### src/rtl/sram_fifo_pkg.sv
// Shared defaults and grant encoding for the SRAM-backed FIFO front-end.
package sram_fifo_pkg;

    localparam int AW_DEF = 8;
    localparam int DW_DEF = 8;
    localparam int DEPTH  = 2 ** AW_DEF;

    typedef enum logic [1:0] {
        G_IDLE = 2'd0,
        G_WR   = 2'd1,
        G_RD   = 2'd2
    } grant_e;

endpackage

### src/rtl/sram_fifo_obuf.sv
// Two-entry skid buffer that holds SRAM read data until the consumer takes it.
module sram_fifo_obuf #(
    parameter int DW = 8
) (
    input  logic          i_clk,
    input  logic          i_rst_n,
    input  logic          i_append,
    input  logic [DW-1:0] i_data,
    input  logic          i_pop,
    output logic [DW-1:0] o_data,
    output logic          o_valid,
    output logic [1:0]    o_cnt
);

    logic [DW-1:0] r_e0;
    logic [DW-1:0] r_e1;
    logic [1:0]    r_cnt;
    logic          w_pop;

    assign w_pop   = i_pop && (r_cnt != 2'd0);
    assign o_data  = r_e0;
    assign o_valid = (r_cnt != 2'd0);
    assign o_cnt   = r_cnt;

    // r_e0 is always the head; r_e1 only matters when two words are held.
    always_ff @(posedge i_clk or negedge i_rst_n) begin
        if (!i_rst_n) begin
            r_e0  <= '0;
            r_e1  <= '0;
            r_cnt <= 2'd0;
        end else begin
            case ({i_append, w_pop})
                2'b10: begin
                    if (r_cnt == 2'd0) r_e0 <= i_data;
                    else               r_e1 <= i_data;
                    r_cnt <= r_cnt + 2'd1;
                end
                2'b01: begin
                    r_e0  <= r_e1;
                    r_cnt <= r_cnt - 2'd1;
                end
                2'b11: begin
                    if (r_cnt == 2'd2) begin
                        r_e0 <= r_e1;
                        r_e1 <= i_data;
                    end else begin
                        r_e0 <= i_data;
                    end
                end
                default: ;
            endcase
        end
    end

endmodule

### src/rtl/sram_fifo_ctrl.sv
// FIFO sequencer for a single-port SRAM: arbitrates writes against prefetch reads
// and hides the one-cycle read latency behind a two-entry output buffer.
module sram_fifo_ctrl
    import sram_fifo_pkg::*;
#(
    parameter int AW = AW_DEF,
    parameter int DW = DW_DEF
) (
    input  logic          Clk,
    input  logic          Rst_n,
    input  logic          push_valid,
    input  logic [DW-1:0] push_data,
    output logic          push_ready,
    output logic          pop_valid,
    output logic [DW-1:0] pop_data,
    input  logic          pop_ready,
    output logic [AW:0]   count,
    output logic          full,
    output logic          empty,
    output logic [AW-1:0] Addr,
    output logic          CS,
    output logic          WE,
    output logic          RD,
    output logic [DW-1:0] dataIn,
    input  logic [DW-1:0] dataOut
);

    localparam logic [AW:0]   C_FULL  = {1'b1, {AW{1'b0}}};
    localparam logic [AW:0]   C_CNT1  = {{AW{1'b0}}, 1'b1};
    localparam logic [AW-1:0] C_PTR1  = {{(AW-1){1'b0}}, 1'b1};

    logic [AW-1:0] r_wr_ptr;
    logic [AW-1:0] r_rd_ptr;
    logic [AW:0]   r_sram_cnt;
    logic          r_rd_inflight;
    logic          r_last_grant;

    logic [1:0]    w_obuf_cnt;
    logic          w_pop_fire;
    logic [2:0]    w_slots;
    logic          w_wr_ok;
    logic          w_rd_ok;
    logic          w_contend;
    logic [AW:0]   w_count;
    grant_e        w_grant;

    sram_fifo_obuf #(.DW(DW)) u_obuf (
        .i_clk    (Clk),
        .i_rst_n  (Rst_n),
        .i_append (r_rd_inflight),
        .i_data   (dataOut),
        .i_pop    (w_pop_fire),
        .o_data   (pop_data),
        .o_valid  (pop_valid),
        .o_cnt    (w_obuf_cnt)
    );

    assign w_pop_fire = pop_valid && pop_ready;
    assign w_slots    = {1'b0, w_obuf_cnt} + {2'b00, r_rd_inflight};

    // A read may only start if its word will have a buffer slot when it lands.
    assign w_wr_ok   = Rst_n && push_valid && (r_sram_cnt != C_FULL);
    assign w_rd_ok   = Rst_n && (r_sram_cnt != '0) && (w_slots < (3'd2 + {2'b00, w_pop_fire}));
    assign w_contend = w_wr_ok && w_rd_ok;

    // r_last_grant is 1 when the previous contended cycle went to the write side.
    always_comb begin
        w_grant = G_IDLE;
        if (w_contend)    w_grant = r_last_grant ? G_RD : G_WR;
        else if (w_wr_ok) w_grant = G_WR;
        else if (w_rd_ok) w_grant = G_RD;
    end

    always_comb begin
        CS         = 1'b0;
        WE         = 1'b0;
        RD         = 1'b0;
        Addr       = '0;
        dataIn     = '0;
        push_ready = 1'b0;
        case (w_grant)
            G_WR: begin
                CS         = 1'b1;
                WE         = 1'b1;
                Addr       = r_wr_ptr;
                dataIn     = push_data;
                push_ready = 1'b1;
            end
            G_RD: begin
                CS   = 1'b1;
                RD   = 1'b1;
                Addr = r_rd_ptr;
            end
            default: ;
        endcase
    end

    always_ff @(posedge Clk or negedge Rst_n) begin
        if (!Rst_n) begin
            r_wr_ptr      <= '0;
            r_rd_ptr      <= '0;
            r_sram_cnt    <= '0;
            r_rd_inflight <= 1'b0;
            r_last_grant  <= 1'b0;
        end else begin
            if (w_grant == G_WR) begin
                r_wr_ptr   <= r_wr_ptr + C_PTR1;
                r_sram_cnt <= r_sram_cnt + C_CNT1;
            end else if (w_grant == G_RD) begin
                r_rd_ptr   <= r_rd_ptr + C_PTR1;
                r_sram_cnt <= r_sram_cnt - C_CNT1;
            end
            r_rd_inflight <= (w_grant == G_RD);
            if (w_contend) r_last_grant <= (w_grant == G_WR);
        end
    end

    assign w_count = r_sram_cnt + {{AW{1'b0}}, r_rd_inflight} + {{(AW-1){1'b0}}, w_obuf_cnt};
    assign count   = w_count;
    assign full    = (r_sram_cnt == C_FULL);
    assign empty   = (w_count == '0);

endmodule
### config.mk
export PLATFORM = sky130hd
export DESIGN_NAME = sram_fifo_ctrl
export DESIGN_NICKNAME = d
export VERILOG_FILES = /design/src/rtl/sram_fifo_pkg.sv /design/src/rtl/sram_fifo_obuf.sv /design/src/rtl/sram_fifo_ctrl.sv
export SDC_FILE = /design/constraint.sdc
export NUM_CORES = 1
export LEC_CHECK = 0
export BUFFER_PORTS_ARGS = -buffer_cell sky130_fd_sc_hd__buf_2
export CORE_ASPECT_RATIO = 0.8
export CORE_MARGIN = 3
export CORE_UTILIZATION = 39
export DETAILED_ROUTE_END_ITERATION = 8
export SLEW_MARGIN = 20
export SYNTH_ARGS = -nofsm -noshare
export SYNTH_HDL_FRONTEND = slang
export SYNTH_HIERARCHICAL = 1
export SYNTH_SLANG_ARGS = --single-unit
### constraint.sdc
create_clock -name Clk -period 3.44 [get_ports Clk]
set_clock_uncertainty 0.05 [all_clocks]
set_input_delay 1.032 -clock Clk [delete_from_list [all_inputs] [get_ports Clk]]
set_output_delay 1.032 -clock Clk [all_outputs]
set_load 0.01 [all_outputs]
======== After elaboration in Yosys (flattened, before gate mapping) ========
Index checks and enable logic that the tools add are counted.
Widths: inputs -> output; s select.
cells by class
  multipliers ............................. 0
  add/subtract/negate cells ............... 10
  shift operators ......................... 0
  divide/modulo/power cells ............... 0
  reduce and logical (&&, ||, !) cells .... 19
  equal/unequal tests ..................... 11
  $lt $le $gt $ge ......................... 1
  bitwise gates (word level) .............. 1
  mux-type cells .......................... 18
operators with widths
  kind                 number
  $mux 8               5
  $pmux 8 s2           2
  $pmux 8 s3           1
  $mux 9               2
  $add 8x1->8 const B  2
  $add 9x1->9          1
  $add 9x1->9 const B  1
  $add 9x2->9          1
  $eq 9x9->1 const B   1
  $logic_not 9->1      1
  $ne 9x9->1 const B   1
  $reduce_bool 9->1    1
  $sub 9x1->9 const B  1
  $eq 2x2->1 const B   4
  $mux 2               4
  $reduce_bool 2->1    4
  $logic_and 1x1->1    7
  $eq 2x1->1 const B   2
  $ne 2x1->1 const B   2
  $pmux 2 s2           1
  $reduce_and 2->1     2
  $add 2x1->3          1
  $add 2x1->3 const A  1
  $lt 3x3->1           1
  other kinds (9)      11
word-level totals
  memories kept ........................... 0
  bits in writable memories ............... 0
  latch bits .............................. 0
  register bits after elaboration ......... 45
  memory bits (read-only) ................. 0
  word-level logic and storage cells ...... 68
  input bits .............................. 20

======== Longest topological paths before layout ========
Gate-level depths: netlist of the first run.
  depth after elaboration ................. 11
  mapped depth ............................ 16
  mapped depth without buffers ............ 14

======== Modules after synthesis ========
Netlist of the first run, hierarchy kept.
by module, submodules not included
  module          instances  cells each  sequential area each (um^2)  area an instance (um^2)
  sram_fifo_ctrl  1          213         675.6                        1951.9
  sram_fifo_obuf  1          84          450.4                        942.2

======== Least setup slack after synthesis of the first run ========
Ideal clock, no wire load.
  path type ............................... input to output
  start ................................... in pop_ready
  end ..................................... out Addr[1]
  cell stages on the path ................. 9
  buffers on the path ..................... 2
  arrival ................................. 2.594 ns
  path slack .............................. -0.236 ns
  path through ............................ nand2_1 -> o21ai_0 -> and4b_1 -> a21oi_1 -> ha_1 -> buf_2 -> buf_1 -> a22oi_1 -> nor2_1
on the way
  longest elaborated chain between the ends .. 9
  elaborated cells on any way between the ends .. 11
ends and longest elaborated chain
  element                                          line                  source
  from (decl)                                      sram_fifo_ctrl.sv:16  input logic pop_ready,
  $logic_and 1x1->1 (*)                            sram_fifo_ctrl.sv:58  assign w_pop_fire = pop_valid && pop_ready;
  $add 2x1->3 (*)                                  sram_fifo_ctrl.sv:63  assign w_rd_ok = Rst_n && (r_sram_cnt != '0) && (w_slots < (3'd2 + {2'b00, w_pop_fire}));
  $lt 3x3->1 (*)                                   sram_fifo_ctrl.sv:63
  $logic_and 1x1->1 (*)                            sram_fifo_ctrl.sv:63
  $mux 2                                           sram_fifo_ctrl.sv:71  else if (w_rd_ok) w_grant = G_RD;
  $mux 2                                           sram_fifo_ctrl.sv:70  else if (w_wr_ok) w_grant = G_WR;
  $mux 2 (*)                                       sram_fifo_ctrl.sv:69  if (w_contend) w_grant = r_last_grant ? G_RD : G_WR;
  $eq 2x2->1 / $eq 2x1->1 (equally long branches)  sram_fifo_ctrl.sv:81  case (w_grant)
  $pmux 8 s2 (*)                                   sram_fifo_ctrl.sv:81
  to (decl)                                        sram_fifo_ctrl.sv:20  output logic [AW-1:0] Addr,
Mark *: on every way between the ends. The rest lies on a longest branch, timed or not.

======== Worst setup path in the final report of the first run ========
  start ................................... reg r_sram_cnt[0]
  end ..................................... out empty
on the way
  longest elaborated chain between the ends .. 3
ends and longest elaborated chain
  element                 line                   source
  from (decl)             sram_fifo_ctrl.sv:34   logic [AW:0] r_sram_cnt;
  from (signal assigned)  sram_fifo_ctrl.sv:108  r_sram_cnt <= r_sram_cnt + C_CNT1;
  from (signal assigned)  sram_fifo_ctrl.sv:111  r_sram_cnt <= r_sram_cnt - C_CNT1;
  $add 9x1->9             sram_fifo_ctrl.sv:118  assign w_count = r_sram_cnt + {{AW{1'b0}}, r_rd_inflight} + {{(AW-1){1'b0}}, w_obuf_cnt};
  $add 9x2->9             sram_fifo_ctrl.sv:118
  $logic_not 9->1         sram_fifo_ctrl.sv:121  assign empty = (w_count == '0);
  to (decl)               sram_fifo_ctrl.sv:19   output logic empty,
No other way between the ends.

==> summary.txt, run 1 <==
Outcome
  • Status: finished with violations
  • Failing checks: setup timing

Yosys
  • Syn_area_per_cell: 9.74 µm²
  • Cells after Synth: around 300
  • Mapped Area: about 0.0029 mm²
  • Number of synthesized flops with an enable pin: 0
  • Post-synthesis async set-or-reset flop share: 1.00
  • Post-synth top area cell: dfrtp_1
  • Synth Register Bits: 45
  • Synth warn: 6
  • Synth top area cells: dfrtp_1 39%, ha_1 7.3%, xnor2_1 4.5%
  • Sequential-to-total area share from yosys stat: 0.389
  • Post-synth top flop: dfrtp_1
  • Syn Nets: roughly 340
  • Share of the synthesized area in the top cell type: 0.389
  • Unique masters post-synth: 50

Worst setup path
  • RR Startpoint: r_rd_inflight
  • WP data required: about 2.4 ns
  • CP Capture Point: empty
  • Element type at the critical path end: primary output
  • Slowest stage delay, CP: 0.43 ns
  • Crit-path slowest cell: fa_2
  • Cell breakdown of the critical path: inv_2, fa_2, inv_2, fa_2, nor4_2, or3b_1, nor4_2, buf_2
  • R2R setup slack: -0.02 ns
  • R2R cell count: 17
  • R2r endpoint: r_sram_cnt[8]
  • Setup crit start kind: flip-flop
  • Critical Path Stages: 8
  • Bufs and invs on worst path: 3
  • Crit path arrival time: roughly 2.6 ns
  • Critical path type: flip-flop to primary output
  • CP startpoint: r_sram_cnt[0]
  • CP Max Fanout: 2
  • Crit path max-delay family: adder cells

Global routing
  • Vias in the first global route: ~2,400
  • Global route overflow: 0
  • Pin count of the biggest net entering global routing: 42
  • Total GRT Usage: 0.160
  • Initial antenna violation count: 0
  • First-pass GRT wire length: between 10,000 and 15,000 µm

Clock network
  • Clock Tree Root: clkbuf_8
  • Clk slew on worst S/H paths: 0.10 ns
  • CTS Buffer Depth: 2
  • Worst-Skew Late Latency: 0.31 ns
  • Clock Sinks: 45
  • CTS Buf Count: 5
  • Hold buffers post-CTS: 0
  • CTS tree: built
  • H-tree Lvls: 2

Finish
  • Nets: between 400 and 500
  • Antenna Diode Count: 0
  • Fillers: about 630
  • Util after Layout: 0.566
  • Share of cells above drive strength 1: 0.440
  • Syn-to-layout area delta: 37.5%

Floorplan
  • Io pins: 60
  • Die height: between 80 and 90 µm
  • Die ar.: roughly 0.0085 mm²
  • CORE AREA: 0.00703 mm²
  • # rows: 27
  • Die width: about 100 µm
  • Initial core utilization: 0.412

Min path
  • Hold_sp: r_rd_ptr[7]
  • Hold Crit Class: flip-flop to flip-flop

Power and ir drop
  • Tot Pwr: around 3.8 mW
  • Leak pwr: around 1.8 nW
  • Peak supply drop: 0.000374 V
  • P per Cell Area: about 950 mW/mm²

Timing
  • Setup tns final: -2.06 ns
  • # setup viols final: 19
  • Min Tclk post-route: about 3.6 ns
  • Final worst slack: -0.200 ns
  • Max-slew violations: 0
  • Slew margin rel.: 0.600
  • Final Hold Fails: 0
  • Maximum clock rate: roughly 270 MHz
  • RSZ-0062 raised after global routing: true
  • Final cycle utilization of the critical path: 1.06
  • Least-Margin Pin Slew: 0.598 ns

Drt
  • ANT nets after route: 0
  • Drt drc: 0
  • Post-Route WL: 6960 µm
  • Routed vias/inst: about 5
  • DRT Pass-1 Iters: 4
  • 1st-iter DRT viols: 113
  • Drt wl/cell: ~15 µm
  • Vias after detailed routing: between 2,000 and 2,500

Place
  • RePlAce Congestion: 0.785
  • Number of port buffers: a little under 60
  • Post-DP HPWL: 4890 µm

Run
  • Max-cap check violation count: 0
[layout make-up]
| type | instances | area, µm² | share of cell area |
|---|---|---|---|
| clock buffers | 5 | 68.8 | 0.0173 |
| clock inverters | 3 | 25.0 | 0.00629 |
| inverters | 16 | 70.1 | 0.0176 |
| multi-input cells | 220 | 1820 | 0.458 |
| flip-flops and latches | 45 | 1130 | 0.283 |
| well taps | 87 | 109 | 0.0274 |
| repair buffers | 102 | 758 | 0.191 |
[timing repair]
| action | 4_1_cts | 5_1_grt |
|---|---|---|
| pin swaps | 4 | 24 |
| buffers inserted | 3 | 11 |
| endpoints found under the setup margin | 21 | 26 |
| cloned | 0 | 1 |
| resized for setup | 14 | 58 |
[metal layers]
metal	global-route usage	part of all wire	wire length [µm]	vias to the layer above
met1	0.241	0.50	3500	1139
met3	0.0302	0.046	319	5
met2	0.238	0.45	3100	59
met5	0	0	0	-
li1	-	-	-	1230
met4	0.0358	0.0065	45	0
[flip-flops by register name (all words and copies together), names as in the netlist]
register	flops
r_rd_ptr	8
r_sram_cnt	9
u_obuf/o_data	8
u_obuf/r_e1	8
r_rd_inflight	1
r_last_grant	1
r_wr_ptr	8
u_obuf/o_cnt	2
[metrics by stage]
stage               std cells  setup slack [ns]  hold slack, ns  area, µm²
floorplan                 297           -0.0176           0.392       2930
global placement          455            -0.104           0.417       3440
detailed placement        455            -0.152           0.411       3440
CTS                       466            -0.250           0.425       3600
global route              478            -0.343           0.468       3980
finish                    478            -0.200           0.441       3980
[cells by family after synthesis]
logic type / share of synthesized area
multiplexers: 0.0532
AO/OA/AOI/OAI: 0.130
flip-flops: 0.389
XOR/XNOR: 0.0908
buffers and inverters: 0.0515
adder cells (fa/ha/maj): 0.0942
AND/OR/NAND/NOR: 0.191
[how the worst min path moves through the flow]
stage | end | slack (ns) | depth (start not counted)
floorplan | r_rd_ptr[7] | 0.39 | 1
global placement | r_rd_ptr[7] | 0.42 | 1
detailed placement | r_rd_ptr[7] | 0.41 | 1
CTS | r_rd_ptr[7] | 0.43 | 1
global route | r_wr_ptr[7] | 0.47 | 1
finish | r_rd_ptr[7] | 0.44 | 1
[power by group]
part | total [mW] | internal [mW] | switching [mW]
registers | 1.00 | 0.769 | 0.234
clock network | 0.344 | 0.147 | 0.197
logic | 2.43 | 1.25 | 1.18
[Yosys cell counts, types with 7 or more instances]
library cell	n
a22oi_1	8
o21ai_0	14
clkbuf_1	7
xor2_1	15
inv_1	16
xnor2_1	15
a31oi_1	9
nor2_1	18
nor3_1	11
ha_1	17
and2_1	8
dfrtp_1	45
mux2_4	8
nand2_1	21
nand3_1	14
[placed cells by master, fill, tap and decap left out, types with 3 or more instances in the layout]
| cell type | Yosys | layout |
|---|---|---|
| a21oi_1 | 6 | 3 |
| a22oi_2 | 0 | 8 |
| a31oi_1 | 9 | 9 |
| and2_4 | 0 | 7 |
| and3_1 | 4 | 4 |
| buf_2 | 2 | 48 |
| buf_4 | 1 | 31 |
| buf_6 | 3 | 20 |
| clkbuf_8 | 0 | 5 |
| dfrtp_1 | 45 | 44 |
| fa_2 | 0 | 3 |
| ha_1 | 17 | 11 |
| ha_4 | 0 | 6 |
| inv_1 | 16 | 9 |
| inv_2 | 0 | 5 |
| mux2_4 | 8 | 8 |
| nand2_1 | 21 | 21 |
| nand3_1 | 14 | 14 |
| nand4_1 | 6 | 6 |
| nor2_1 | 18 | 17 |
| nor3_1 | 11 | 9 |
| nor4_2 | 3 | 4 |
| o211ai_1 | 5 | 5 |
| o21a_1 | 5 | 5 |
| o21ai_0 | 14 | 13 |
| o21ai_1 | 3 | 3 |
| xnor2_1 | 15 | 15 |
| xor2_1 | 15 | 15 |
No activity file was read; power rests on OpenSTA's default activity.
==> run 2: changes to the inputs <==
Settings changed: GPL_TIMING_DRIVEN from default to 0.
==> summary.txt, run 2 (synthesis results as in run 1) <==
Outcome
  • Status: finished with violations
  • Failing checks: setup timing

Drt
  • Wire length on met1: 3350 µm
  • DRT Pass-1 Iters: 4
  • Drt wl/cell: approximately 15 µm
  • Routed vias/inst: approximately 5.3
  • Highest Signal Layer: met4
  • 1st-iter DRT viols: around 130
  • Drt drc: 0
  • Vias after detailed routing: 2,496
  • Met2 wire length: between 3000 and 4000 µm
  • ANT nets after route: 0
  • Post-Route WL: between 6000 and 7000 µm
  • Met3 wire length: between 400 and 500 µm

Global routing
  • First-pass GRT wire length: approximately 11,000 µm
  • Global route overflow: 0
  • Pin count of the biggest net entering global routing: 25
  • Total GRT Usage: 0.166
  • Initial antenna violation count: 0
  • Vias in the first global route: between 2,000 and 2,500

Min path
  • Hold Crit Class: flip-flop to flip-flop
  • Min-Delay Path Depth: 1

Timing
  • Maximum clock rate: around 270 MHz
  • Final worst slack: -0.254 ns
  • Hold slack: roughly 0.45 ns
  • RSZ-0062 raised after global routing: true
  • Slew margin rel.: 0.609
  • Max-slew violations: 0
  • Final Hold Fails: 0
  • Least-Margin Pin Slew: ~0.6 ns
  • # setup viols final: 19
  • Min Tclk post-route: 3.69 ns
  • Final cycle utilization of the critical path: 1.07
  • Setup tns final: -2.41 ns

Place
  • Placed Area: 0.00334 mm²
  • RePlAce Congestion: around 0.86
  • Place WS: -1.12 ns
  • Number of port buffers: 59
  • Post-DP HPWL: around 4600 µm

Floorplan
  • Die width: around 100 µm
  • Initial core utilization: 0.412
  • Die height: ~83 µm
  • Io pins: 60
  • # rows: 27
  • Die ar.: roughly 0.0085 mm²
  • CORE AREA: about 0.007 mm²

Clock network
  • CTS Buffer Depth: 2
  • Clk slew on worst S/H paths: 0.10 ns
  • CTS Buf Count: 5
  • CTS tree: built
  • Clock Tree Root: clkbuf_8
  • H-tree Lvls: 2
  • Clock Sinks: 45
  • Hold buffers post-CTS: 0
  • Worst-Skew Late Latency: approximately 0.3 ns

Worst setup path
  • Crit path arrival time: approximately 2.6 ns
  • WP data required: ~2.4 ns
  • Slowest stage delay, CP: about 0.44 ns
  • Setup crit start kind: flip-flop
  • CP Max Fanout: 3
  • Cell breakdown of the critical path: inv_2, fa_2, inv_2, fa_2, nor4_2, or3b_4, nor4_2, buf_2
  • Crit-path slowest cell: fa_2
  • Element type at the critical path end: primary output
  • R2R setup slack: approximately 0.10 ns
  • Critical path type: flip-flop to primary output
  • R2R cell count: 16

Finish
  • Antenna Diode Count: 0
  • Area occupied by multi-input gates: between 0.0015 and 0.002 mm²
  • Reg area: between 0.001 and 0.0015 mm²
  • Biggest register: r_sram_cnt
  • Fillers: roughly 630
  • Commonest non-fill, non-tap cell in the layout: buf_2
  • Final instance area: between 0.003 and 0.004 mm²
  • Nets: approximately 420
  • Max FFs per register: 9
  • Share of cells above drive strength 1: 0.410
  • Syn-to-layout area delta: 36.3%
  • Most used cells in the layout excluding fill and tap cells: 47 x buf_2, 41 x dfrtp_1, 20 x nand2_1, 19 x buf_6

Power and ir drop
  • Tot Pwr: 3.71 mW
  • Leak pwr: 1.82 nW
  • P per Cell Area: ~940 mW/mm²
  • Peak supply drop: between 0.0004 and 0.0005 V

Run
  • Max-cap check violation count: 0
-- run 2: changes by cell type in the layout (fill, tap and decap cells not counted), sizes merged --
cell | previous run | this run
buf | 101 | 90
clkbuf | 6 | 10
bufbuf | 0 | 1
bufinv | 0 | 1
inv | 17 | 16
-- run 2: layer usage --
metal | up-vias | global-route usage
li1 | 1218 | -
met1 | 1183 | 0.255
met2 | 87 | 0.248
met3 | 8 | 0.0260
met4 | 0 | 0.0334
met5 | - | 0
-- run 2: through the flow --
stage	utilization	cells
after floorplan	-	297
after global placement	0.475	443
after detailed placement	0.475	443
after CTS	0.543	466
after global routing	0.561	472
final	0.561	472
-- run 2: repair_timing --
| item | CTS | global route |
|---|---|---|
| cloned | 2 | 0 |
| setup endpoints to repair | 27 | 23 |
| setup buffers | 15 | 8 |
| pin swaps | 14 | 12 |
| resized for setup | 52 | 24 |
-- run 2: worst max-delay path, delay by kind of cell, from the launching register on --
family                     cells  cell delay, ns
adders and majority gates      2            0.81
and+or+nand+nor                3            0.79
DFF                            1            0.42
buffers and inverters          3            0.30
-- run 2: cell type report --
type,instances,area share
Buffer,13,0.0355
Clock buffer,5,0.0174
Clock inverter,3,0.0117
Inverter,16,0.0159
Multi-Input combinational cell,220,0.448
Sequential cell,45,0.287
Tap cell,87,0.0276
Timing Repair Buffer,83,0.157
-- run 2: worst paths after layout --
check,from,endpoint
min in group asynchronous,Rst_n,r_rd_inflight
max reg2reg,u_obuf/o_cnt[1],r_sram_cnt[8]
max in group asynchronous,Rst_n,r_sram_cnt[4]
min,r_rd_ptr[7],r_rd_ptr[7]
min reg2reg,r_rd_ptr[7],r_rd_ptr[7]
max,u_obuf/o_cnt[0],empty
-- run 2: power by group --
group | switching [mW] | leakage, nW | internal, mW | total, mW
combinational | 1.12 | 1.22 | 1.15 | 2.27
sequential | 0.256 | 0.546 | 0.772 | 1.03
clock | 0.195 | 0.0543 | 0.218 | 0.412
==> run 3: changes to the inputs <==
Settings changed: BUFFER_PORTS_ARGS -buffer_cell sky130_fd_sc_hd__buf_2 to default, CORE_MARGIN 3 to 8, DONT_BUFFER_PORTS from default to 1.
==> summary.txt, run 3 (synthesis results as in run 1) <==
Worst setup path
  • Setup crit start kind: flip-flop
  • Critical path type: flip-flop to primary output
  • R2r endpoint: r_sram_cnt[8]
  • RR Startpoint: r_rd_inflight
  • Cell breakdown of the critical path: buf_6, ha_4, ha_4, o21ai_2, and4b_2, o21a_1, inv_2, ha_4, buf_8, buf_8, a22oi_2, nor2_4
  • Most frequent CP cell: ha_4
  • WP data required: approximately 2.4 ns
  • Crit path arrival time: 2.60 ns
  • R2R cell count: 17
  • Bufs and invs on worst path: 4
  • CP Max Fanout: 6
  • R2R setup slack: -0.06 ns
  • Element type at the critical path end: primary output
  • Slowest stage delay, CP: between 0.4 and 0.5 ns
  • Crit path max-delay family: adder cells
  • Crit-path slowest cell: dfrtp_1

Finish
  • Util after Layout: 0.491
  • Final instance area: 0.00358 mm²
  • Antenna Diode Count: 0
  • Nets: 361
  • Syn-to-layout area delta: 23.6%
  • Share of cells above drive strength 1: 0.321
  • Biggest register: r_sram_cnt
  • Commonest non-fill, non-tap cell in the layout: dfrtp_1
  • Most used cells in the layout excluding fill and tap cells: 42 x dfrtp_1, 20 x nand2_1, 16 x buf_4, 15 x xor2_1, 14 x xnor2_1
  • Max FFs per register: 9

Global routing
  • Global route overflow: 0
  • Initial antenna violation count: 0
  • Vias in the first global route: 2,343
  • First-pass GRT wire length: roughly 12,000 µm
  • Total GRT Usage: 0.137
  • Pin count of the biggest net entering global routing: 49

Place
  • RePlAce Congestion: roughly 0.79
  • Placed Area: about 0.0030 mm²
  • Post-DP HPWL: 4890 µm
  • Number of port buffers: 0

Timing
  • Maximum clock rate: roughly 270 MHz
  • Min Tclk post-route: around 3.7 ns
  • Final Hold Fails: 0
  • Max-slew violations: 0
  • Least-Margin Pin Slew: between 0.5 and 0.6 ns
  • # setup viols final: 18
  • Final worst slack: -0.240 ns
  • RSZ-0062 raised after global routing: true
  • Slew margin rel.: 0.601
  • Final cycle utilization of the critical path: 1.07

Power and ir drop
  • Clock share of power: 0.111
  • P per Cell Area: roughly 990 mW/mm²
  • Peak supply drop: between 0.0003 and 0.0004 V
  • Cell Int Power: roughly 2 mW
  • Gate power share: 0.582
  • Sw power: roughly 1.5 mW
  • Sequential Power Share: 0.306
  • Leak pwr: between 1.5 and 2 nW
  • Sw Share: 0.437

Clock network
  • CTS tree: built
  • CTS Buf Count: 5
  • Hold buffers post-CTS: 0
  • H-tree Lvls: 2
  • Clock Tree Root: clkbuf_8
  • CTS Buffer Depth: 2
  • Clock Sinks: 45
  • Clk slew on worst S/H paths: approximately 0.09 ns
  • Worst-Skew Late Latency: approximately 0.30 ns

Outcome
  • Failing checks: setup timing
  • Status: finished with violations

Floorplan
  • Die ar.: 0.0105 mm²
  • CORE AREA: about 0.0073 mm²
  • Initial core utilization: 0.397
  • # rows: 28
  • Die width: between 100 and 150 µm
  • Io pins: 60
  • Die height: 93.1 µm

Drt
  • Post-Route WL: 7090 µm
  • DRT Pass-1 Iters: 4
  • 1st-iter DRT viols: 80
  • Drt drc: 0
  • Vias after detailed routing: ~2,300
  • Routed vias/inst: ~5.5
  • ANT nets after route: 0
  • Drt wl/cell: roughly 17 µm

Run
  • Max-cap check violation count: 0

Min path
  • Hold Crit Class: input port to asynchronous set/reset pin
run 3: what timing repair did:
item                                   4_1_cts  5_1_grt
pin swaps                                    9       15
endpoints found under the hold margin        0        0
gates resized for setup                     50       15
setup endpoints to repair                   19       24
setup buffers                               13        3
cloned                                       2        1
run 3: metrics by stage:
stage                     hold WS [ns]  worst slack (ns)  cells  setup TNS, ns  power [mW]
after global routing             0.340            -0.336    411          -4.38        3.83
after floorplan                  0.392           -0.0176    297         -0.126        2.41
final                            0.362            -0.240    411          -2.47        3.54
after global placement           0.412            -0.240    387          -2.91        2.71
after detailed placement         0.414            -0.297    387          -3.66        2.76
after CTS                        0.350            -0.310    408          -3.84        3.44
run 3: how the worst max path moves through the flow:
stage / from / end / slack [ns] / depth (start not counted)
floorplan: pop_ready / Addr[0] / -0.02 / 9
detailed placement: pop_ready / Addr[7] / -0.30 / 9
finish: r_rd_inflight / Addr[7] / -0.24 / 12
global placement: pop_ready / Addr[3] / -0.24 / 9
CTS: r_rd_inflight / Addr[5] / -0.31 / 12
global route: r_rd_inflight / empty / -0.34 / 7
run 3: cell type report:
class	count	area, µm²
Sequential cell	45	1130
Fill cell	666	3710
Buffer	15	159
Inverter	16	65.1
Clock buffer	5	68.8
Timing Repair Buffer	18	163
Tap cell	90	113
Multi-Input combinational cell	220	1850
Clock inverter	2	35.0
run 3: worst register-to-register path, stage by stage (launching register included):
cell,delay (ns)
dfrtp_1,0.44
buf_6,0.14
ha_4,0.15
ha_4,0.26
o21ai_2,0.04
and4b_2,0.28
o21a_1,0.14
inv_2,0.07
ha_4,0.19
buf_8,0.14
buf_4,0.15
inv_6,0.06
ha_1,0.37
o21a_1,0.20
o31a_1,0.13
o21a_1,0.23
a211o_1,0.29
o211ai_1,0.09
run 3: power groups by stage:
stage	Sequential, mW	Clock [mW]	Combinational, mW
after floorplan	0.985	0	1.42
after global placement	1.07	0	1.65
after detailed placement	1.07	0	1.68
after CTS	1.06	0.407	1.97
after global routing	1.12	0.427	2.28
final	1.08	0.395	2.06
run 3: layer usage:
layer / wire length (µm) / vias to the layer above / track usage
li1: - / 1089 / -
met1: 3340 / 1101 / 0.188
met2: 3210 / 70 / 0.209
met3: 492 / 5 / 0.0399
met4: 46 / 0 / 0.0336
met5: 0 / - / 0
